## config.mk

```make
export PLATFORM = sky130hd
export DESIGN_NAME = eco32f_wb_arbiter
export DESIGN_NICKNAME = d
export VERILOG_FILES = /design/src/rtl/eco32f_defs.sv /design/src/rtl/eco32f_wb_timeout.sv /design/src/rtl/eco32f_wb_arbiter.sv
export SDC_FILE = /design/constraint.sdc
export NUM_CORES = 1
export LEC_CHECK = 0
export CAP_MARGIN = 30
export CORE_AREA = 2 2 128 130
export CTS_BUF_LIST = sky130_fd_sc_hd__clkbuf_8 sky130_fd_sc_hd__clkbuf_16
export DETAILED_ROUTE_END_ITERATION = 8
export DIE_AREA = 0 0 130 132
export GPL_TIMING_DRIVEN = 1
export PLACE_DENSITY = 0.53
export RECOVER_POWER = 25
export SYNTH_ARGS = -nofsm -noshare
export SYNTH_HDL_FRONTEND = slang
export SYNTH_SLANG_ARGS = --single-unit
```

## constraint.sdc

```tcl
create_clock -name clk -period 4 [get_ports clk]
set_input_delay 1.2 -clock clk [delete_from_list [all_inputs] [get_ports clk]]
set_output_delay 1.2 -clock clk [all_outputs]
set_load 0.01 [all_outputs]
```

## src/rtl/eco32f_defs.sv

```systemverilog
// Shared definitions for the eco32f Wishbone arbiter: grant encodings,
// Wishbone cycle-type constants and the packed master request bundle.
package eco32f_defs;

    typedef enum logic [1:0] {
        GNT_NONE = 2'd0,
        GNT_I    = 2'd1,
        GNT_D    = 2'd2
    } gnt_e;

    localparam logic [2:0] CTI_CLASSIC = 3'b000;
    localparam logic [2:0] CTI_INC     = 3'b010;
    localparam logic [2:0] CTI_EOB     = 3'b111;
    localparam logic [1:0] BTE_WRAP8   = 2'b10;

    localparam int TMO_W = 10;

    typedef struct packed {
        logic [31:0] adr;
        logic [31:0] dat;
        logic [3:0]  sel;
        logic        we;
        logic [2:0]  cti;
        logic [1:0]  bte;
        logic        stb;
        logic        cyc;
    } wb_req_t;

    localparam wb_req_t WB_REQ_IDLE = '{
        adr: 32'h0000_0000,
        dat: 32'h0000_0000,
        sel: 4'h0,
        we:  1'b0,
        cti: 3'b000,
        bte: 2'b00,
        stb: 1'b0,
        cyc: 1'b0
    };

    function automatic logic wb_resp_any(input logic ack, input logic err, input logic rty);
        return ack | err | rty;
    endfunction

endpackage

```

## src/rtl/eco32f_wb_timeout.sv

```systemverilog
// Bus wait counter: counts owner stall cycles and raises a single-cycle
// expire pulse when TIMEOUT cycles have elapsed (TIMEOUT = 0 disables it).
module eco32f_wb_timeout
    import eco32f_defs::*;
#(
    parameter int TIMEOUT = 255
) (
    input  logic clk,
    input  logic rst,
    input  logic clr,
    input  logic en,
    output logic expire
);

    localparam bit TO_ON = (TIMEOUT > 0);
    localparam logic [TMO_W-1:0] LAST_CNT = TO_ON ? TMO_W'(TIMEOUT - 1) : {TMO_W{1'b0}};

    logic [TMO_W-1:0] cnt_r;
    logic             hit_s;

    // Expiry is combinational so the err reaches the owner in the limit cycle itself.
    always_comb begin
        hit_s = 1'b0;
        if (TO_ON && en && !clr) begin
            hit_s = (cnt_r == LAST_CNT);
        end else begin
            hit_s = 1'b0;
        end
    end

    assign expire = hit_s;

    // Stall counter; restarts after an expiry so the pulse cannot repeat.
    always_ff @(posedge clk) begin
        if (rst) begin
            cnt_r <= {TMO_W{1'b0}};
        end else if (clr || hit_s) begin
            cnt_r <= {TMO_W{1'b0}};
        end else if (en) begin
            cnt_r <= cnt_r + TMO_W'(1);
        end else begin
            cnt_r <= cnt_r;
        end
    end

endmodule

```

## src/rtl/eco32f_wb_arbiter.sv

```systemverilog
// Two-master (fetch I / load-store D) Wishbone B3 bus arbiter with cycle-long
// grant hold and hung-slave timeout. ECO32F_WB_ARB_RR_EN selects round-robin ties.
module eco32f_wb_arbiter
    import eco32f_defs::*;
#(
    parameter int TIMEOUT = 255
) (
    input  logic        clk,
    input  logic        rst,

    input  logic [31:0] iwbm_adr_i,
    input  logic [31:0] iwbm_dat_i,
    input  logic [3:0]  iwbm_sel_i,
    input  logic        iwbm_we_i,
    input  logic [2:0]  iwbm_cti_i,
    input  logic [1:0]  iwbm_bte_i,
    input  logic        iwbm_stb_i,
    input  logic        iwbm_cyc_i,
    output logic        iwbm_ack_o,
    output logic        iwbm_err_o,
    output logic        iwbm_rty_o,
    output logic [31:0] iwbm_dat_o,

    input  logic [31:0] dwbm_adr_i,
    input  logic [31:0] dwbm_dat_i,
    input  logic [3:0]  dwbm_sel_i,
    input  logic        dwbm_we_i,
    input  logic [2:0]  dwbm_cti_i,
    input  logic [1:0]  dwbm_bte_i,
    input  logic        dwbm_stb_i,
    input  logic        dwbm_cyc_i,
    output logic        dwbm_ack_o,
    output logic        dwbm_err_o,
    output logic        dwbm_rty_o,
    output logic [31:0] dwbm_dat_o,

    output logic [31:0] wbm_adr_o,
    output logic [31:0] wbm_dat_o,
    output logic [3:0]  wbm_sel_o,
    output logic        wbm_we_o,
    output logic [2:0]  wbm_cti_o,
    output logic [1:0]  wbm_bte_o,
    output logic        wbm_stb_o,
    output logic        wbm_cyc_o,
    input  logic        wbm_ack_i,
    input  logic        wbm_err_i,
    input  logic        wbm_rty_i,
    input  logic [31:0] wbm_dat_i
);

    wb_req_t i_req_s;
    wb_req_t d_req_s;
    wb_req_t own_req_s;
    gnt_e    gnt_r;
    gnt_e    gnt_nxt_s;
    gnt_e    tie_win_s;
    logic    arb_s;
    logic    resp_s;
    logic    to_en_s;
    logic    to_clr_s;
    logic    expire_s;
    logic    timed_out_r;
    logic    kill_s;
    logic    i_own_s;
    logic    d_own_s;

    assign i_req_s = '{adr: iwbm_adr_i, dat: iwbm_dat_i, sel: iwbm_sel_i, we: iwbm_we_i,
                       cti: iwbm_cti_i, bte: iwbm_bte_i, stb: iwbm_stb_i, cyc: iwbm_cyc_i};
    assign d_req_s = '{adr: dwbm_adr_i, dat: dwbm_dat_i, sel: dwbm_sel_i, we: dwbm_we_i,
                       cti: dwbm_cti_i, bte: dwbm_bte_i, stb: dwbm_stb_i, cyc: dwbm_cyc_i};

    // Owner request mux; nothing is driven onto the bus without a grant.
    always_comb begin
        own_req_s = WB_REQ_IDLE;
        case (gnt_r)
            GNT_I:   own_req_s = i_req_s;
            GNT_D:   own_req_s = d_req_s;
            default: own_req_s = WB_REQ_IDLE;
        endcase
    end

    // The grant is only reconsidered while the owner has its cycle line low.
    assign arb_s = (gnt_r == GNT_NONE) || !own_req_s.cyc;

`ifdef ECO32F_WB_ARB_RR_EN
    gnt_e last_r;

    // Most recent grant; the other master takes the next simultaneous request.
    always_ff @(posedge clk) begin
        if (rst) begin
            last_r <= GNT_I;
        end else if (arb_s && (gnt_nxt_s != GNT_NONE)) begin
            last_r <= gnt_nxt_s;
        end else begin
            last_r <= last_r;
        end
    end

    assign tie_win_s = (last_r == GNT_I) ? GNT_D : GNT_I;
`else
    assign tie_win_s = GNT_D;
`endif

    // Next-grant selection.
    always_comb begin
        gnt_nxt_s = gnt_r;
        if (rst) begin
            gnt_nxt_s = GNT_NONE;
        end else if (arb_s) begin
            if (i_req_s.cyc && d_req_s.cyc) begin
                gnt_nxt_s = tie_win_s;
            end else if (d_req_s.cyc) begin
                gnt_nxt_s = GNT_D;
            end else if (i_req_s.cyc) begin
                gnt_nxt_s = GNT_I;
            end else begin
                gnt_nxt_s = GNT_NONE;
            end
        end else begin
            gnt_nxt_s = gnt_r;
        end
    end

    // Grant state register.
    always_ff @(posedge clk) begin
        if (rst) begin
            gnt_r <= GNT_NONE;
        end else begin
            gnt_r <= gnt_nxt_s;
        end
    end

    assign resp_s   = wb_resp_any(wbm_ack_i, wbm_err_i, wbm_rty_i);
    assign to_en_s  = own_req_s.stb && !resp_s && !timed_out_r;
    assign to_clr_s = !own_req_s.stb || resp_s || (gnt_nxt_s != gnt_r);

    eco32f_wb_timeout #(
        .TIMEOUT (TIMEOUT)
    ) u_timeout (
        .clk    (clk),
        .rst    (rst),
        .clr    (to_clr_s),
        .en     (to_en_s),
        .expire (expire_s)
    );

    // After an expiry the slave is cut off until the owner abandons the cycle.
    always_ff @(posedge clk) begin
        if (rst) begin
            timed_out_r <= 1'b0;
        end else if (expire_s) begin
            timed_out_r <= 1'b1;
        end else if (!own_req_s.cyc) begin
            timed_out_r <= 1'b0;
        end else begin
            timed_out_r <= timed_out_r;
        end
    end

    assign kill_s = expire_s || timed_out_r;

    assign wbm_adr_o = own_req_s.adr;
    assign wbm_dat_o = own_req_s.dat;
    assign wbm_sel_o = own_req_s.sel;
    assign wbm_we_o  = own_req_s.we;
    assign wbm_cti_o = own_req_s.cti;
    assign wbm_bte_o = own_req_s.bte;
    assign wbm_stb_o = own_req_s.stb && !kill_s;
    assign wbm_cyc_o = own_req_s.cyc && !kill_s;

    assign i_own_s = (gnt_r == GNT_I);
    assign d_own_s = (gnt_r == GNT_D);

    assign iwbm_ack_o = i_own_s && wbm_ack_i;
    assign iwbm_err_o = i_own_s && (wbm_err_i || expire_s);
    assign iwbm_rty_o = i_own_s && wbm_rty_i;
    assign dwbm_ack_o = d_own_s && wbm_ack_i;
    assign dwbm_err_o = d_own_s && (wbm_err_i || expire_s);
    assign dwbm_rty_o = d_own_s && wbm_rty_i;

    assign iwbm_dat_o = wbm_dat_i;
    assign dwbm_dat_o = wbm_dat_i;

endmodule
```

==> results.md, run 1 <==
Timing:
- The total setup violations reported at the end of the flow is 0.
- The peak clock frequency supported by timing is 0.256 GHz.
- The number of failing hold endpoints at the final stage is 0.
- Setup repair after global routing left no endpoint under its margin.
- The fraction of the cycle the final worst path needs is between 90 and 100%.
- After layout, the worst setup slack is 0.0930 ns.
- The routed design could run at a clock period as short as approximately 3.9 ns.
- Clock skew on the completed layout was measured at around 0.00086 ns.
- The relative max-transition margin is between 40 and 50%.
- The final count of pins violating max slew is 0.
- For the pin with the worst max-slew slack, the measured transition is approximately 0.75 ns.

Critical path:
- The most repeated library cell on the critical path is sky130_fd_sc_hd__buf_2.
- STA classifies the critical path startpoint as an input port.
- For the worst setup path, the data required time is roughly 2.8 ns.
- The worst setup path is captured at a primary output.
- The critical path arrival is ~2.7 ns.
- The setup check on the worst reg-to-reg path leaves a slack of about 1.2 ns.
- The number of cells on the worst reg-to-reg path is 7.
- In this run the worst path has a maximum fanout of 3.
- The worst reg2reg path endpoint is u_timeout.cnt_r[6]$_SDFFE_PP0P_.
- Traced cell by cell, the critical path runs through buf_2 > or4b_4 > nor2_4 > o2111ai_4 > buf_6 > o2111a_1 > buf_2.
- The slowest stage cell on the critical path is sky130_fd_sc_hd__or4b_4.
- The category of the most critical setup path is in2out.
- The delay contributed by the slowest stage of the critical path is 0.56 ns.
- The worst register-to-register path begins at gnt_r[0]$_SDFF_PP0_.

Hold path:
- Counting instances, the worst hold path has a depth of 2.
- The worst hold endpoint is u_timeout.cnt_r[6]$_SDFFE_PP0P_.
- The startpoint identified for the worst hold timing path is u_timeout.cnt_r[6]$_SDFFE_PP0P_.
- The worst hold path class is reg2reg.

Clock network:
- After clock tree synthesis, the clock-pin slew on the worst setup and hold paths is approximately 0.04 ns.
- TritonCTS created 3 clock buffers.
- TritonCTS built the clock tree.
- The clock tree buffer depth is 2.
- The CTS sink count is 13.
- The number of hold-repair buffers added at the cts stage is 0.
- CTS built an H-tree with a depth of 1.
- CTS placed an instance of sky130_fd_sc_hd__clkbuf_16 at the clock tree root.
- The count of buffers added by post-CTS timing repair for setup is 0.
- Clock latency on the worst-skew pair, taken at its later pin, is 0.24 ns.

Drt:
- Summed over all layers, the routed wires come to approximately 11000 um.
- Routed signal wires occupy layers up through met4.
- The via count normalized by instance count is between 4 and 5.
- For this block, the via count after detailed routing is 3257.
- The post-detailed-route DRC marker count is 0.
- The met2 wire length is 5680 um.
- The detail route stage leaves a number of antenna-violating nets equal to 0.
- The post-detailed-route wirelength per cell is 15.2 um.
- The first routing iteration left between 90 and 100 violations.
- The detailed router put a total of approximately 4100 um of wire on met1.
- Summed over all nets, wire length on met3 after detailed routing comes to ~1300 um.
- The total iterations of the first detailed-routing run is 4.

Run:
- The count of maximum capacitance violations is 0.

Floorplanning:
- The die outline height is around 130 um.
- The number of top-level design ports is 335.
- The die boundary width is around 130 um.
- The count of standard-cell rows is 46.
- The die covers 17200 um2.
- The region available for standard cell placement spans 15700 um2.
- The starting utilization of the core area is 16.1%.

Layout:
- Counting the fill cells in the layout gives approximately 1700.
- The summed area of non-filler cells in the final layout is between 4000 and 5000 um2.
- The layout overhead on the synthesized area is 92.4%.
- In the final design database the tool counted 716 nets.
- The number of diodes is 0.
- The share of final-layout standard cells stronger than drive strength 1 is a little under a tenth.

Placement:
- Routability-driven placement finished with a final weighted congestion of just over 0.8.
- In this run the tool buffered the top-level ports with 238 buffer cells.
- Prior to clock tree synthesis, the placed netlist has a worst setup slack of -0.775 ns.
- The wire-length estimate of the detail-placed layout is slightly below 9000 um.
- The area after detailed placement is around 4800 um2.

Synth:
- The synthesized area per cell is around 7.2 um2.
- The share of the Yosys chip area taken by registers is 10.3%.
- Counting every net in the synthesized netlist gives about 550.
- The Yosys step of the flow raised 0 warnings.
- The number of distinct library cell variants in the gate-level netlist after synthesis is 41.
- The cell area after synthesis is between 2000 and 3000 um2.
- Synthesis produced a netlist whose cell count is roughly 350.
- Synthesis inferred 13 register bits.
- The number of synthesized flops with an enable pin is 0.
- In the synthesized netlist the async set-or-reset flop fraction comes to 0%.
- For this run, the leading register cell type out of synthesis is sky130_fd_sc_hd__dfxtp_1.

Outcome:
- The flow ran to the end, and the final reports show no timing, DRC or antenna violations.

Power:
- The leakage component of the power is about 1.5 nW.
- The peak ir drop on the vdd network is between 0.1 and 0.15 mV.
- The power per standard cell area is 142 nW/um2.

Global routing:
- Global routing used a little under an eighth of the available tracks.
- The first global-routing pass estimated roughly 17000 um of wire.
- The overall overflow remaining after global route is 0.
- The maximum number of pins on one net before global-route repair is 80.
- The initial antenna violation count is 0.
- The number of global-route vias before repair was between 3000 and 4000.
## metrics by stage
stage	cells	setup TNS (ns)	hold WS (ns)	util [%]	total power, mW
after floorplan	352	0	0.479	-	0.324
after global placement	733	-2.86	0.496	30.3	0.506
after detailed placement	733	-2.98	0.527	30.3	0.510
after CTS	737	-0.000854	0.532	31.1	0.702
after global routing	737	0	0.566	31.0	0.731
final	737	0	0.533	31.0	0.692
## critical path: cells and delay by family
family                 cells  cell delay, ns
and+or+nand+nor            2            0.71
AOI/OAI and AO/OA          2            0.37
buffers and inverters      3            0.42
## worst max-delay path by stage
stage,slack [ns],endpoint,start,cells past startpoint
CTS,-0.0009,wbm_cyc_o,iwbm_cyc_i,7
global placement,-0.73,iwbm_err_o,wbm_err_i,6
floorplan,0.08,wbm_cyc_o,wbm_err_i,6
detailed placement,-0.78,wbm_cyc_o,wbm_ack_i,6
finish,0.09,wbm_cyc_o,wbm_ack_i,7
global route,0.02,wbm_cyc_o,dwbm_stb_i,6
## placed cells by master, fill, tap and decap left out, types with 3 or more instances in the layout
master,n
sky130_fd_sc_hd__nand3_1,4
sky130_fd_sc_hd__buf_2,5
sky130_fd_sc_hd__a2111oi_1,3
sky130_fd_sc_hd__clkbuf_16,3
sky130_fd_sc_hd__xnor2_1,5
sky130_fd_sc_hd__nand2_1,11
sky130_fd_sc_hd__nor2b_1,74
sky130_fd_sc_hd__ha_2,3
sky130_fd_sc_hd__o21ai_0,7
sky130_fd_sc_hd__inv_1,9
sky130_fd_sc_hd__buf_4,19
sky130_fd_sc_hd__a21oi_1,3
sky130_fd_sc_hd__a22oi_1,76
sky130_fd_sc_hd__clkdlybuf4s50_1,228
sky130_fd_sc_hd__nor4_1,6
sky130_fd_sc_hd__or3_1,5
sky130_fd_sc_hd__and2_1,4
sky130_fd_sc_hd__dfxtp_1,13
## Yosys cell counts, types with 2 or more instances
cell	number	area [um2]
sky130_fd_sc_hd__clkbuf_1	26	97.6
sky130_fd_sc_hd__nor4_1	6	37.5
sky130_fd_sc_hd__nor2b_1	74	463
sky130_fd_sc_hd__dfxtp_1	13	260
sky130_fd_sc_hd__o31ai_1	2	15.0
sky130_fd_sc_hd__ha_1	5	62.6
sky130_fd_sc_hd__and2_1	4	25.0
sky130_fd_sc_hd__a22oi_1	76	571
sky130_fd_sc_hd__buf_4	65	488
sky130_fd_sc_hd__buf_1	2	7.51
sky130_fd_sc_hd__or3_1	5	31.3
sky130_fd_sc_hd__nand2_1	11	41.3
sky130_fd_sc_hd__a2111oi_2	2	30.0
sky130_fd_sc_hd__nand3_1	4	20.0
sky130_fd_sc_hd__o21ai_0	8	40.0
sky130_fd_sc_hd__nor2_1	5	18.8
sky130_fd_sc_hd__xnor2_1	5	43.8
sky130_fd_sc_hd__or4_4	2	22.5
sky130_fd_sc_hd__a21oi_1	4	20.0
sky130_fd_sc_hd__nor4b_1	2	17.5
sky130_fd_sc_hd__nand4_1	2	12.5
sky130_fd_sc_hd__inv_1	8	30.0
sky130_fd_sc_hd__a2111oi_1	3	30.0
## repair_timing
item | CTS | global route
cloned | 0 | 0
endpoints found under the setup margin | 4 | 4
gates resized for setup | 40 | 5
pin swaps | 3 | 4
## cell type report
| type | instances | area (um2) | share of cell area [%] |
|---|---|---|---|
| well taps | 216 | 270 | 5.55 |
| repair buffers | 259 | 2520 | 51.8 |
| clock inverters | 1 | 3.75 | 0.0771 |
| multi-input cells | 237 | 1710 | 35.1 |
| clock buffers | 3 | 75.1 | 1.54 |
| inverters | 8 | 30.0 | 0.617 |
| flip-flops and latches | 13 | 260 | 5.34 |
## cells by family (layout without fill, tap and decap cells)
group                    after synthesis  in the layout  share of synthesized area, %
AO/OA/AOI/OAI                        102            102                          30.3
flip-flops                            13             13                          10.3
adder cells (fa/ha/maj)                5              5                          2.47
AND/OR/NAND/NOR                      124            124                          30.0
buffers and inverters                102            271                          24.8
multiplexers                           1              1                         0.395
XOR/XNOR                               5              5                          1.73
## sequential cells by signal, summed over array words and instances (netlist names)
register,cells
timed_out_r,1
gnt_r,2
u_timeout.cnt_r,10
## routing by layer
metal,up-vias,GRT usage (%)
met1,1486,12.2
met4,0,1.73
li1,1541,-
met5,-,0
met3,20,4.46
met2,210,22.5
## power by group
group / total [mW] / switching, mW / internal (mW)
logic: 0.373 / 0.134 / 0.240
clock network: 0.188 / 0.0558 / 0.132
registers: 0.131 / 0.000454 / 0.131
total: 0.692 / 0.190 / 0.503
Power figures use the tool's default switching activity.
==> run 2, diff against run 1 <==
- MAX_ROUTING_LAYER: default -> met4
==> run 2 against run 1 <==
Clock skew is essentially flat. Via count is essentially flat. Setup slack lost 0.0033 ns. Global-route usage grew 0.34 points. Fmax is essentially flat. Sequential share of layout area is the same. Highest routed layer unchanged. Cell area is the same. Clock power is essentially flat. First-iteration DRC count shrank 6.4%. Register-to-register slack lost 0.02 ns.
==> results.md, run 2 (same netlist as run 1, synthesis figures left out) <==
Hold path:
- The beginning of the worst hold path is u_timeout.cnt_r[6]$_SDFFE_PP0P_ (unchanged).
- The worst hold path class was reg2reg (unchanged).

Timing:
- The peak clock frequency supported by timing is 0.256 GHz (about the same).
- Setup repair after global routing missed its margin: false (unchanged).
- The relative max-transition margin is 48.5% (was 49.3%).
- The post-route setup TNS is 0 ns (unchanged).
- The fraction of the cycle the final worst path needs is 97.8% (was 97.7%).
- The worst-case clock skew is 0.00126 ns (was 0.000855 ns).
- The final count of pins violating max slew is 0 (unchanged).
- The slew of the pin with the lowest slew margin is 0.761 ns (was 0.750 ns).
- The number of failing hold endpoints at the final stage is 0 (unchanged).
- The total setup violations reported at the end of the flow was 0 (unchanged).
- The final period demand of the worst path came to 3.91 ns (about the same).

Power:
- The peak ir drop on the vdd network is 0.105 mV (was 0.103 mV).
- The power per standard cell area is 142 nW/um2 (about the same).
- The leakage component of the power is 1.52 nW (unchanged).

Placement:
- The area after detailed placement is 4760 um2 (unchanged).
- The final weighted congestion of routability-driven global placement is 0.839 (was 0.826).
- The half-perimeter wire length after placement is 8890 um (unchanged).
- The count of input and output buffers is 238 (unchanged).
- The number of placed instances with taps included was 733 (unchanged).

Drt:
- The detailed-route wire length came to 11100 um (was 11200 um).
- The via count normalized by instance count is 4.42 (about the same).
- The post-detailed-route DRC marker count was 0 (unchanged).
- The via count of the routed design is 3259 (was 3257).
- The violation count after the first detailed-routing iteration is 88 (was 94).
- The post-route antenna net violation count is 0 (unchanged).
- The total iterations of the first detailed-routing run is 4 (unchanged).
- The post-detailed-route wirelength per cell is 15.1 um (was 15.2 um).

Layout:
- The count of non-filler cells in the finished layout is 737 (unchanged).
- The final cell utilization of the core was 31.0% (unchanged).
- The count of nets after finishing is 716 (unchanged).
- The most common cell after layout, fill and taps aside is sky130_fd_sc_hd__clkdlybuf4s50_1 (unchanged).
- The register with the most flip-flops is u_timeout.cnt_r (unchanged).
- The share of final-layout standard cells stronger than drive strength 1 came to 9.60% (unchanged).
- Highest-count cells in the layout ignoring fill and taps: sky130_fd_sc_hd__clkdlybuf4s50_1 (228), sky130_fd_sc_hd__a22oi_1 (76), sky130_fd_sc_hd__nor2b_1 (74), sky130_fd_sc_hd__buf_4 (19), sky130_fd_sc_hd__dfxtp_1 (13) (unchanged).
- Regs by FF count: u_timeout.cnt_r: 10 flops, gnt_r: 2 flops, timed_out_r: 1 flops (unchanged).
- The flip-flop count of the largest register after layout came to 10 (unchanged).
- The number of diodes came to 0 (unchanged).
- The summed area of non-filler cells in the final layout came to 4870 um2 (unchanged).
- The layout overhead on the synthesized area was 92.4% (unchanged).

Clock network:
- The later-pin clock latency in the skew report is 0.24 ns (about the same).
- The clock tree buffer depth is 2 (unchanged).
- The number of hold-repair buffers added at the cts stage is 0 (unchanged).
- The CTS clock-pin slew for the worst setup and hold paths is 0.05 ns (was 0.04 ns).
- The TritonCTS clock tree is done (unchanged).
- The CTS sink count is 13 (unchanged).
- The master cell of the clock root buffer is sky130_fd_sc_hd__clkbuf_16 (unchanged).
- The number of buffers added by the clock tree synthesis step is 3 (unchanged).
- The count of buffers added by post-CTS timing repair for setup was 0 (unchanged).
- The number of levels the H-tree was split into was 1 (unchanged).

Global routing:
- The number of global-route vias before repair is 3313 (was 3312).
- The routing usage on met3 came to 3.49% (was 4.46%).
- The met2 demand-to-capacity share in global routing was 22.4% (was 22.5%).
- The overall overflow remaining after global route is 0 (unchanged).
- The layer carrying the most global-route usage is met2 (unchanged).
- The met1 track demand over resource was 12.9% (was 12.2%).
- The first-pass GRT wire length is 16500 um (unchanged).
- The initial antenna violation count is 0 (unchanged).
- The maximum number of pins on one net before global-route repair was 80 (unchanged).
- The overall fraction of global-route tracks in use is 12.1% (was 11.7%).

Floorplanning:
- The number of top-level design ports is 335 (unchanged).
- The area of the core is 15700 um2 (unchanged).
- The die boundary width is 130 um (unchanged).
- The die outline area came to 17200 um2 (unchanged).
- The die outline height came to 132 um (unchanged).
- The count of standard-cell rows is 46 (unchanged).
- The starting utilization of the core area is 16.1% (unchanged).

Critical path:
- The most repeated library cell on the critical path is sky130_fd_sc_hd__buf_2 (unchanged).
- The slowest stage cell on the critical path is sky130_fd_sc_hd__or4b_4 (unchanged).
- The kind of capture point of the worst setup path is a primary output (unchanged).
- CP Cell Sequence: buf_2 > or4b_4 > nor2_4 > o2111ai_4 > buf_6 > o2111a_1 > buf_2 (unchanged).
- The start of the worst register-to-register path is gnt_r[0]$_SDFF_PP0_ (unchanged).
- The buffer and inverter count on the worst path is 3 (unchanged).
- The biggest fanout along the worst timing path was 3 (unchanged).
- The family with the most delay on the worst path is simple AND/OR/NAND/NOR gates (unchanged).
- The delay contributed by the slowest stage of the critical path is 0.56 ns (about the same).
- The critical path startpoint is wbm_ack_i (unchanged).
- The category of the most critical setup path is in2out (unchanged).
- The category of the worst setup path launch point is an input port (unchanged).
- The required time reported for the critical path endpoint is 2.80 ns (about the same).
- The critical path arrival is 2.71 ns (about the same).
- The register-to-register setup slack is 1.16 ns (was 1.18 ns).

Run:
- The count of maximum capacitance violations is 0 (unchanged).

Outcome:
- Outcome: finished, final reports clean (unchanged).
run 2: cell counts in the layout (fill, tap and decap cells not counted):
No cell type changed its count.
run 2: worst paths after layout:
check	end	cells after the start
setup reg to reg	u_timeout.cnt_r[5]$_SDFFE_PP0P_	7
hold reg to reg	u_timeout.cnt_r[6]$_SDFFE_PP0P_	2
setup / recovery	wbm_cyc_o	7
hold / removal	u_timeout.cnt_r[6]$_SDFFE_PP0P_	2
run 2: what timing repair did:
item | 4_1_cts | 5_1_grt
gates resized for setup | 40 | 5
pin swaps | 3 | 4
setup endpoints to repair | 4 | 4
run 2: per-stage QoR:
step           hold slack [ns]  setup WS (ns)  total power, mW
2_1_floorplan            0.479         0.0835            0.324
3_3_place_gp             0.496         -0.734            0.506
3_5_place_dp             0.527         -0.775            0.510
4_1_cts                  0.532      -0.000854            0.702
5_1_grt                  0.566         0.0202            0.731
6_report                 0.532         0.0898            0.693
run 2: final cells by class:
class	instances	area (um2)
fillers	1664	10800
repair buffers	259	2520
multi-input cells	237	1710
well taps	216	270
flip-flops and latches	13	260
clock buffers	3	75.1
inverters	8	30.0
clock inverters	1	3.75
run 2: routing by layer:
metal	routed length (um)	up-vias
li1	-	1540
met1	4300	1490
met2	5650	206
met3	1050	23
met4	134	0
met5	0	-
run 2: power by group:
part | switching, mW | total, mW | internal [mW]
clock network | 0.0563 | 0.188 | 0.132
logic | 0.134 | 0.373 | 0.240
registers | 0.000458 | 0.131 | 0.131
run 2: tightest hold or removal path: cells and delay by family (launching register included):
kind	cells	cell delay (ns)
DFF	1	0.32
AOI/OAI and AO/OA	2	0.16
==> run 3, diff against run 2 <==
- REMOVE_ABC_BUFFERS: default -> 1
==> run 3 against run 2 <==
Cell count is the same. Cell area increased by 0.28%. Die area is the same. Critical endpoint is now wbm_stb_o. Combinational power increased by 1%. Critical path type unchanged.
==> results.md, run 3 (same netlist as run 1, synthesis figures left out) <==
Global routing:
- The maximum number of pins on one net before global-route repair came to 70 (was 80).
- The number of global-route vias before repair is 3308 (was 3313).
- The overall overflow remaining after global route is 0 (unchanged).
- The overall fraction of global-route tracks in use was 15.7% (was 12.1%).
- The first-pass GRT wire length was 20300 um (was 16500 um).
- The initial antenna violation count is 0 (unchanged).

Clock network:
- The later-pin clock latency in the skew report came to 0.24 ns (about the same).
- The clock tree buffer depth is 2 (unchanged).
- The number of levels the H-tree was split into is 1 (unchanged).
- The CTS clock-pin slew for the worst setup and hold paths is 0.04 ns (was 0.05 ns).
- The master cell of the clock root buffer is sky130_fd_sc_hd__clkbuf_16 (unchanged).
- The number of buffers added by the clock tree synthesis step is 3 (unchanged).
- The CTS sink count is 13 (unchanged).
- The TritonCTS clock tree was done (unchanged).

Run:
- The count of maximum capacitance violations is 0 (unchanged).

Power:
- The peak ir drop on the vdd network is 0.214 mV (was 0.105 mV).
- The leakage component of the power is 1.52 nW (about the same).
- The power per standard cell area is 142 nW/um2 (about the same).
- The total design power is 0.693 mW (about the same).

Timing:
- The fraction of the cycle the final worst path needs is 98.1% (was 97.8%).
- The relative max-transition margin is 50.8% (was 48.5%).
- The slew of the pin with the lowest slew margin is 0.727 ns (was 0.761 ns).
- The final count of pins violating max slew came to 0 (unchanged).
- The post-route setup TNS was 0 ns (unchanged).
- Setup repair after global routing missed its margin: false (unchanged).
- The peak clock frequency supported by timing is 0.255 GHz (was 0.256 GHz).
- The smallest setup slack after layout is 0.0746 ns (was 0.0898 ns).
- The number of failing hold endpoints at the final stage is 0 (unchanged).
- The total setup violations reported at the end of the flow is 0 (unchanged).
- The final period demand of the worst path was 3.93 ns (was 3.91 ns).
- The worst-case clock skew was 0.00391 ns (was 0.00126 ns).
- The smallest hold slack came to 0.511 ns (was 0.532 ns).

Placement:
- The setup slack after placement was -0.681 ns (was -0.775 ns).
- The final weighted congestion of routability-driven global placement came to 0.834 (was 0.839).
- The number of placed instances with taps included is 732 (was 733).
- The count of input and output buffers came to 238 (unchanged).
- The area after detailed placement was 4740 um2 (was 4760 um2).
- The half-perimeter wire length after placement was 11200 um (was 8890 um).

Layout:
- Regs by FF count: u_timeout.cnt_r: 10 flops, gnt_r: 2 flops, timed_out_r: 1 flops (unchanged).
- The multi-input logic area came to 1720 um2 (was 1710 um2).
- The most common cell after layout, fill and taps aside is sky130_fd_sc_hd__clkdlybuf4s50_1 (unchanged).
- The final cell utilization of the core is 31.1% (was 31.0%).
- The count of nets after finishing was 716 (unchanged).
- The sequential cell area in the final layout came to 260 um2 (unchanged).
- The register with the most flip-flops is u_timeout.cnt_r (unchanged).
- The count of filler cells inserted in the layout is 1659 (was 1664).
- The layout overhead on the synthesized area is 92.9% (was 92.4%).
- The flip-flop count of the largest register after layout is 10 (unchanged).
- The share of final-layout standard cells stronger than drive strength 1 is 9.60% (unchanged).
- The number of diodes came to 0 (unchanged).
- The count of non-filler cells in the finished layout is 737 (unchanged).
- Highest-count cells in the layout ignoring fill and taps: sky130_fd_sc_hd__clkdlybuf4s50_1 (228), sky130_fd_sc_hd__a22oi_1 (76), sky130_fd_sc_hd__nor2b_1 (74), sky130_fd_sc_hd__buf_4 (20), sky130_fd_sc_hd__dfxtp_1 (13) (was sky130_fd_sc_hd__clkdlybuf4s50_1 (228), sky130_fd_sc_hd__a22oi_1 (76), sky130_fd_sc_hd__nor2b_1 (74), sky130_fd_sc_hd__buf_4 (19), sky130_fd_sc_hd__dfxtp_1 (13)).
- The summed area of non-filler cells in the final layout is 4880 um2 (was 4870 um2).

Critical path:
- The number of cells on the worst reg-to-reg path is 7 (unchanged).
- The delay contributed by the slowest stage of the critical path is 0.46 ns (was 0.56 ns).
- The register-to-register setup slack is 1.23 ns (was 1.16 ns).
- The critical path arrival was 2.73 ns (was 2.71 ns).
- The category of the most critical setup path is in2out (unchanged).
- The kind of capture point of the worst setup path is a primary output (unchanged).
- The biggest fanout along the worst timing path is 4 (was 3).
- The required time reported for the critical path endpoint came to 2.80 ns (about the same).
- The slowest stage cell on the critical path is sky130_fd_sc_hd__clkdlybuf4s50_1 (was sky130_fd_sc_hd__or4b_4).
- The most repeated library cell on the critical path is sky130_fd_sc_hd__buf_6 (was sky130_fd_sc_hd__buf_2).
- CP Cell Sequence: clkdlybuf4s50_1 > a22oi_1 > nor2_2 > o2111ai_4 > buf_6 > o211a_4 > buf_6 (was buf_2 > or4b_4 > nor2_4 > o2111ai_4 > buf_6 > o2111a_1 > buf_2).
- The category of the worst setup path launch point is an input port (unchanged).

Drt:
- The total iterations of the first detailed-routing run is 4 (unchanged).
- The violation count after the first detailed-routing iteration came to 205 (was 88).
- The post-detailed-route DRC marker count is 0 (unchanged).
- The post-route antenna net violation count came to 0 (unchanged).
- The detailed-route wire length is 14000 um (was 11100 um).
- The via count of the routed design was 3336 (was 3259).
- The via count normalized by instance count was 4.53 (was 4.42).
- The post-detailed-route wirelength per cell was 18.9 um (was 15.1 um).

Floorplanning:
- The starting utilization of the core area was 16.1% (unchanged).
- The number of top-level design ports is 335 (unchanged).
- The die outline height is 132 um (unchanged).
- The die boundary width is 130 um (unchanged).
- The die outline area is 17200 um2 (unchanged).
- The count of standard-cell rows was 46 (unchanged).
- The area of the core is 15700 um2 (unchanged).

Hold path:
- The cell depth of the worst hold path is 2 (unchanged).
- The worst hold path class is reg2reg (unchanged).

Outcome:
- Outcome: finished, final reports clean (unchanged).
## run 3: cell type report
cell class                 count  share of cell area (%)
clock inverter                 1                  0.0769
inverter                       8                   0.615
sequential                    13                    5.33
clock buffer                   3                    1.54
multi-input combinational    237                    35.2
timing repair buffer         259                    51.7
tap                          216                    5.53
## run 3: what timing repair did
action                                  4_1_cts  5_1_grt
gates resized for setup                      32       10
hold buffers                                  0        0
endpoints found under the setup margin        4        4
setup buffers                                 1        0
pin swaps                                     7        1
## run 3: worst paths after layout
check,startpoint,end
min,u_timeout.cnt_r[6]$_SDFFE_PP0P_,u_timeout.cnt_r[6]$_SDFFE_PP0P_
max reg2reg,gnt_r[1]$_SDFF_PP0_,u_timeout.cnt_r[5]$_SDFFE_PP0P_
min reg2reg,u_timeout.cnt_r[6]$_SDFFE_PP0P_,u_timeout.cnt_r[6]$_SDFFE_PP0P_
max,dwbm_stb_i,wbm_stb_o
## run 3: power by group
group          internal, mW  switching [mW]  total, mW  leakage (nW)
Clock                 0.132          0.0532      0.185        0.0423
Combinational         0.240           0.137      0.377          1.37
Sequential            0.131        0.000525      0.131         0.105
## run 3: worst max-delay path, delay by kind of cell
kind,cells,cell delay (ns)
AOI/OAI and AO/OA,3,0.56
buffers and inverters,3,0.76
and+or+nand+nor,1,0.21
## run 3: per-layer routing
layer	share of wire [%]	routed length, um	track usage (%)
met3	12	1610	7.35
met1	42	5820	19.8
met4	0.057	8	0.538
met2	47	6520	24.1
met5	0	0	-
